<file path="src/rtl/ctrl_seq.sv">
// Stateful control decoder: opcode decode for reg_file/data memory controls,
// run/halt sequencing, multi-cycle load stalls and a saturating run-cycle counter.
module ctrl_seq #(
    parameter int unsigned               INSTR_W = 9,
    parameter int unsigned               OP_W    = 4,
    parameter int unsigned               MEM_LAT = 1,
    parameter logic [(2**OP_W)-1:0]      WR_MASK = 16'h3F3F,
    parameter logic [OP_W-1:0]           OP_LDI  = 4'b0100,
    parameter logic [OP_W-1:0]           OP_LDR  = 4'b0101,
    parameter logic [OP_W-1:0]           OP_STR  = 4'b0110,
    parameter logic [OP_W-1:0]           OP_BNZR = 4'b0111,
    parameter int unsigned               CNT_W   = 16
) (
    input  logic               Clk,
    input  logic               Reset,
    input  logic               Start,
    input  logic [INSTR_W-1:0] Instruction,
    output logic [1:0]         RegLoadType,
    output logic               RegWrEn,
    output logic               StoreInst,
    output logic               OffsetSrc,
    output logic               Stall,
    output logic               Ack,
    output logic [CNT_W-1:0]   CycleCnt
);

    localparam int unsigned WAIT_W = 4;
    localparam logic [WAIT_W-1:0] WAIT_INIT = (MEM_LAT > 0) ? WAIT_W'(MEM_LAT - 1) : '0;

    localparam logic [1:0] LT_MEM = 2'b00;
    localparam logic [1:0] LT_IMM = 2'b01;
    localparam logic [1:0] LT_ALU = 2'b10;

    typedef enum logic [1:0] {
        IDLE = 2'd0,
        RUN  = 2'd1,
        WAIT = 2'd2,
        DONE = 2'd3
    } state_t;

    state_t             state, state_nxt;
    logic [WAIT_W-1:0]  wait_cnt, wait_nxt;
    logic [OP_W-1:0]    opcode;

    assign opcode = Instruction[INSTR_W-1 -: OP_W];

    always_ff @(posedge Clk or negedge Reset) begin
        if (!Reset) begin
            state    <= IDLE;
            wait_cnt <= '0;
        end else begin
            state    <= state_nxt;
            wait_cnt <= wait_nxt;
        end
    end

    // Decode outputs follow the current instruction directly while running.
    always_comb begin
        state_nxt   = state;
        wait_nxt    = wait_cnt;
        RegLoadType = LT_ALU;
        RegWrEn     = 1'b0;
        StoreInst   = 1'b0;
        OffsetSrc   = 1'b0;
        Stall       = 1'b1;
        Ack         = 1'b0;
        case (state)
            IDLE: begin
                if (Start) state_nxt = RUN;
            end
            RUN: begin
                if (Instruction == '1) begin
                    state_nxt = DONE;
                end else begin
                    Stall     = 1'b0;
                    OffsetSrc = (opcode == OP_BNZR);
                    StoreInst = (opcode == OP_STR);
                    RegWrEn   = WR_MASK[opcode];
                    if (opcode == OP_LDI) RegLoadType = LT_IMM;
                    if (opcode == OP_LDR) begin
                        RegLoadType = LT_MEM;
                        if (MEM_LAT > 0) begin
                            Stall     = 1'b1;
                            RegWrEn   = 1'b0;
                            state_nxt = WAIT;
                            wait_nxt  = WAIT_INIT;
                        end
                    end
                end
            end
            WAIT: begin
                RegLoadType = LT_MEM;
                if (wait_cnt != '0) begin
                    wait_nxt = wait_cnt - WAIT_W'(1);
                end else begin
                    Stall     = 1'b0;
                    RegWrEn   = 1'b1;
                    state_nxt = RUN;
                end
            end
            DONE: begin
                Ack = 1'b1;
                if (Start) state_nxt = RUN;
            end
            default: state_nxt = IDLE;
        endcase
    end

    // Run-cycle counter: cleared on an accepted Start, saturates instead of wrapping.
    always_ff @(posedge Clk or negedge Reset) begin
        if (!Reset) begin
            CycleCnt <= '0;
        end else if ((state == IDLE || state == DONE) && Start) begin
            CycleCnt <= '0;
        end else if ((state == RUN || state == WAIT) && CycleCnt != '1) begin
            CycleCnt <= CycleCnt + CNT_W'(1);
        end
    end

endmodule
</file>
<file path="config.mk">
export PLATFORM = sky130hd
export DESIGN_NAME = ctrl_seq
export DESIGN_NICKNAME = d
export VERILOG_FILES = /design/src/rtl/ctrl_seq.sv
export SDC_FILE = /design/constraint.sdc
export NUM_CORES = 1
export LEC_CHECK = 0
export CAP_MARGIN = 20
export CORE_MARGIN = 10
export CORE_UTILIZATION = 53
export CTS_CLUSTER_DIAMETER = 60
export DETAILED_ROUTE_END_ITERATION = 7
export PLACE_DENSITY = 0.82
export REMOVE_ABC_BUFFERS = 1
export SLEW_MARGIN = 20
export SYNTH_ARGS = -nofsm -noshare
export SYNTH_HDL_FRONTEND = slang
export SYNTH_SLANG_ARGS = --single-unit
export TNS_END_PERCENT = 1
</file>
<file path="constraint.sdc">
create_clock -name Clk -period 2.7 [get_ports Clk]
set_input_delay 0.405 -clock Clk [delete_from_list [all_inputs] [get_ports Clk]]
set_output_delay 0.405 -clock Clk [all_outputs]
set_load 0.01 [all_outputs]
</file>
* Word level (Yosys, flattened, before mapping) *
Memory sizes are Yosys's and may differ from the RTL's.
Index checks and enable logic that the tools add are counted.

word-level totals
  flip-flop bits (word level) = 22
  ROM bits = 16
  input bits = 12
  logic and storage cells = 62
  memories kept = 1
  output and inout port bits = 23

cells by class
  $lt $le $gt $ge = 1
  equal/unequal tests = 15
  muxes and demuxes = 29
  $add $sub $neg = 2
  reduce and logical (&&, ||, !) cells = 11

memory list
  name             depth  bits a word  read ports  clocked after Yosys merged registers in  write ports  RTL line  source
  (no name shown)  16     1            1           0                                        0            78        RegWrEn = WR_MASK[opcode];

operators with widths
  cell                   count
  $mux 16                2
  $add 16x1->16 const B  1
  $eq 4x3->1 const B     4
  $ne 16x16->1 const B   1
  $mux 2                 7
  $mux 1                 12
  $mux 4                 3
  $eq 9x9->1 const B     1
  $ne 2x2->1 const B     4
  $pmux 4 s2             1
  $pmux 2 s3             1
  $lt 4x5->1 const B     1
  $eq 2x2->1 const B     2
  $pmux 1 s2             2
  $pmux 2 s2             1
  $reduce_and 4->1       1
  $reduce_bool 2->1      2
  $reduce_bool 4->1      1
  $sub 4x1->4 const B    1
  $ne 3x3->1 const B     1
  $reduce_and 3->1       1
  $eq 2x1->1 const B     1
  $logic_and 1x1->1      2
  $logic_not 2->1        1
  3 further kinds        4

* Logic depth before layout (Yosys ltp) *
  word-level depth = 5
  depth in mapped cells = 7
  gate-level depth less buffers = 6

* Worst setup path after synthesis *
No wires, ideal clock.

  path type = register to output
  start point = register wait_cnt[0]
  end point = output port Stall
  arrival = 1.459 ns
  path buffers = 0
  required time = 2.295 ns
  setup slack = 0.836 ns
  stages on the path, launching flop included = 5
  cell sequence = dfrtp_1 inv_1 ha_1 or3b_2 a221o_1

on the way
  cells in the longest elaborated chain, start to end = 3

ends and longest elaborated chain
  item                      RTL line  source
  start: declaration        42        logic [WAIT_W-1:0] wait_cnt, wait_nxt;
  start signal: assignment  53        wait_cnt <= wait_nxt;
  $reduce_bool 4->1         93        if (wait_cnt != '0) begin
  $mux 1                    93
  $pmux 1 s2                67        case (state)
  end: declaration          22        output logic Stall,

No other way between the ends.

* Worst setup path in the final report *
Same ends and word-level chain as after synthesis.

==> metrics.md <==
| Metric | Value |
|---|---|
| Status | `complete, no violations` |
| Initial Util | `56.7%` |
| RSZ-0062 raised after global routing | `false` |
| Final worst slack | `0.190 ns` |
| Netlist cell types | `41` |
| Area of the mapped netlist | `1430 sq um` |
| Total Power | `0.00144 W` |
| Combinational share of power | `56.5%` |
| Fin cells | `222` |
| Vias in the first global route | `1,428` |
| Net switching power | `0.000628 W` |
| Final Skew | `0.00106 ns` |
| Clock Tree Root | `clkbuf_4` |
| Initial antenna violation count | `0` |
| Vias per inst | `6.31` |
| Cell count after placement | `219` |
| Net Sw Frac | `43.5%` |
| Most frequent cells in the layout | `clkdlybuf4s50_1, dfrtp_1, nand2_1` |
| Chip Height | `72.0 um` |
| Overall routed net length | `3.82 mm` |
| WP data required | `2.30 ns` |
| Largest net degree at the start of global routing | `23` |
| Clock network power share | `10.5%` |
| TNS Setup | `0 ns` |
| Clock latency on the worst-skew pair | `0.31 ns` |
| Port buffer count | `34` |
| Routed via count | `1,400` |
| WP data arrival | `2.11 ns` |
| Iteration-0 DRC Markers | `84` |
| Cell Area, Placed | `1810 sq um` |
| Share of cells above drive strength 1 | `6.77%` |
| Gpl congestion | `0.846` |
| R2r setup slk | `0.54 ns` |
| Lkg Pwr | `0.766 nW` |
| Reg2Reg Depth | `6` |
| N_diodes | `0` |
| Worst reg2reg endpoint | `CycleCnt[13]` |
| DRC | `0` |
| Area leader, netlist | `dfrtp_1` |
| Int Power | `0.000817 W` |
| Worst Hold Class | `in -> async` |
| VDD IR max | `0.632 mV` |
| Worst setup EP type | `output pin` |
| Final ANT Viol Nets | `0` |
| Relative slew margins | `57.7%` |
| DRT Pass-1 Iters | `4` |
| Die Area | `5180 sq um` |
| Clk sink count | `22` |
| Final Max Slew Viols | `0` |
| HPWL reported at the end of detailed placement | `2.85 mm` |
| Number of synthesized flops with an enable pin | `0` |
| Synth top area cells | `dfrtp_1, mux2i_1, ha_1, o21ai_0, nand2_1` |
| First-pass GRT wire length | `6.84 mm` |
| Post-CTS setup repair buffer count | `0` |
| Gr ovfl total | `0` |
| CTS tree | `built` |
| Critical path class | `reg -> out` |
| Site Rows | `18` |
| Setup crit end | `Stall` |
| Worst Tran Pin Value | `0.629 ns` |
| Flops & latches, synth | `22` |
| Final setup viols | `0` |
| Async SR Flop Fraction | `100%` |
| Seq/Total Area, Yosys | `38.5%` |
| Post-layout minimum cycle time | `2.51 ns` |
| Main synth FF type | `dfrtp_1` |
| Worst Setup Slack post-DPL | `0.219 ns` |
| Fmax achieved | `398 MHz` |
| Clk buf depth | `2` |
| Worst-path clk slew | `0.12 ns` |
| Layout Area Growth over Synthesis | `29.0%` |
| Synth top area share | `38.5%` |
| Max cap viols | `0` |
| Reg-to-reg startpoint | `state[0]` |
| Most common cell after layout, fill and taps aside | `clkdlybuf4s50_1` |
| Synth warnings | `0` |
| Avg Synthesized Cell Area | `9.12 sq um` |
| Worst setup startpoint | `wait_cnt[0]` |
| Fin nets | `212` |
| Die Wd | `72.0 um` |
| Startpoint Class | `register` |
| Synthesized instance count | `157` |
| Pwr dens | `782 nW/um^2` |
| Gr usage total | `15.4%` |
| CTS buffer count | `3` |
| Fin. Hold Viols | `0` |
| Reg power frac | `33.0%` |
| Routed wire per std cell | `17.2 um` |
| Num ports | `35` |
| Fin crit share | `93.0%` |
| Htree depth | `1` |
| Total core area | `2520 sq um` |
| Fin area | `1850 sq um` |
| Worst-path fanout max | `4` |
## sequential cells by signal, summed over array words and instances, names as in the netlist
name      cells
CycleCnt     16
wait_cnt      4
state         2
## cell type report
type / count / area, sq um
well taps: 30 / 37.5
multi-input cells: 120 / 837
fillers: 211 / 676
clock buffers: 3 / 22.5
repair buffers: 37 / 362
inverters: 10 / 37.5
flip-flops and latches: 22 / 551
## through the flow
stage          utilization (%)  hold WS [ns]
6_report                  73.2         0.425
5_1_grt                   73.2         0.444
4_1_cts                   72.7         0.428
3_5_place_dp              71.9         0.539
3_3_place_gp              71.9         0.519
2_1_floorplan                -         0.109
## routing by layer
metal	up-vias	GRT usage [%]	routed length, um
li1	661	-	-
met1	679	17.9	1570
met2	56	27.1	1870
met3	4	4.63	335
met4	0	3.23	49
met5	-	0	0
## how the worst min path moves through the flow
stage,end,start,depth (start not counted)
after detailed placement,CycleCnt[0],CycleCnt[0],1
after global routing,CycleCnt[15],Reset,2
after global placement,CycleCnt[0],CycleCnt[0],1
after CTS,CycleCnt[7],Reset,2
final,CycleCnt[7],Reset,2
after floorplan,CycleCnt[0],Reset,0
## critical path: stages (launching register included)
cell           delay, ns
dfrtp_1             0.39
inv_1               0.11
ha_1                0.19
or3b_2              0.47
a221o_1             0.35
dlygate4sd2_1       0.29
## repair_timing
action                                  CTS  global route
hold buffers                              0             0
resized for setup                         1             2
endpoints found under the setup margin    1             1
gates cloned                              0             0
## cell families (layout without fill, tap and decap cells)
group                    Yosys count  count (layout)  synth area share [%]
AO/OA/AOI/OAI                     36              36                  15.7
adder cells (fa/ha/maj)            6               6                  5.24
buffers and inverters             15              50                  3.93
flip-flops                        22              22                  38.5
multiplexers                       8               8                  5.59
AND/OR/NAND/NOR                   70              70                  31.0
## Yosys cell counts (2+ instances only)
master    instances
a21oi_1           7
a31oi_1           3
and2_1            2
and3_1            2
clkbuf_1          5
dfrtp_1          22
ha_1              6
inv_1            10
mux2i_1           8
nand2_1          17
nand3_1           8
nand3b_1          2
nand4_1           3
nand4_4           2
nand4b_1          4
nor2_1            7
nor3_1            5
nor3b_1           2
nor4_1            4
nor4b_1           2
o21ai_0          14
o31ai_1           2
or3_1             2
## power by group through the flow
stage / logic (W) / clock network (W) / registers [W]
floorplan: 0.000491 / 0 / 0.000475
global placement: 0.000794 / 0 / 0.000473
finish: 0.000816 / 0.000151 / 0.000477
detailed placement: 0.000812 / 0 / 0.000477
global route: 0.000929 / 0.000170 / 0.000488
CTS: 0.000805 / 0.000157 / 0.000472
Power figures use the tool's default switching activity.
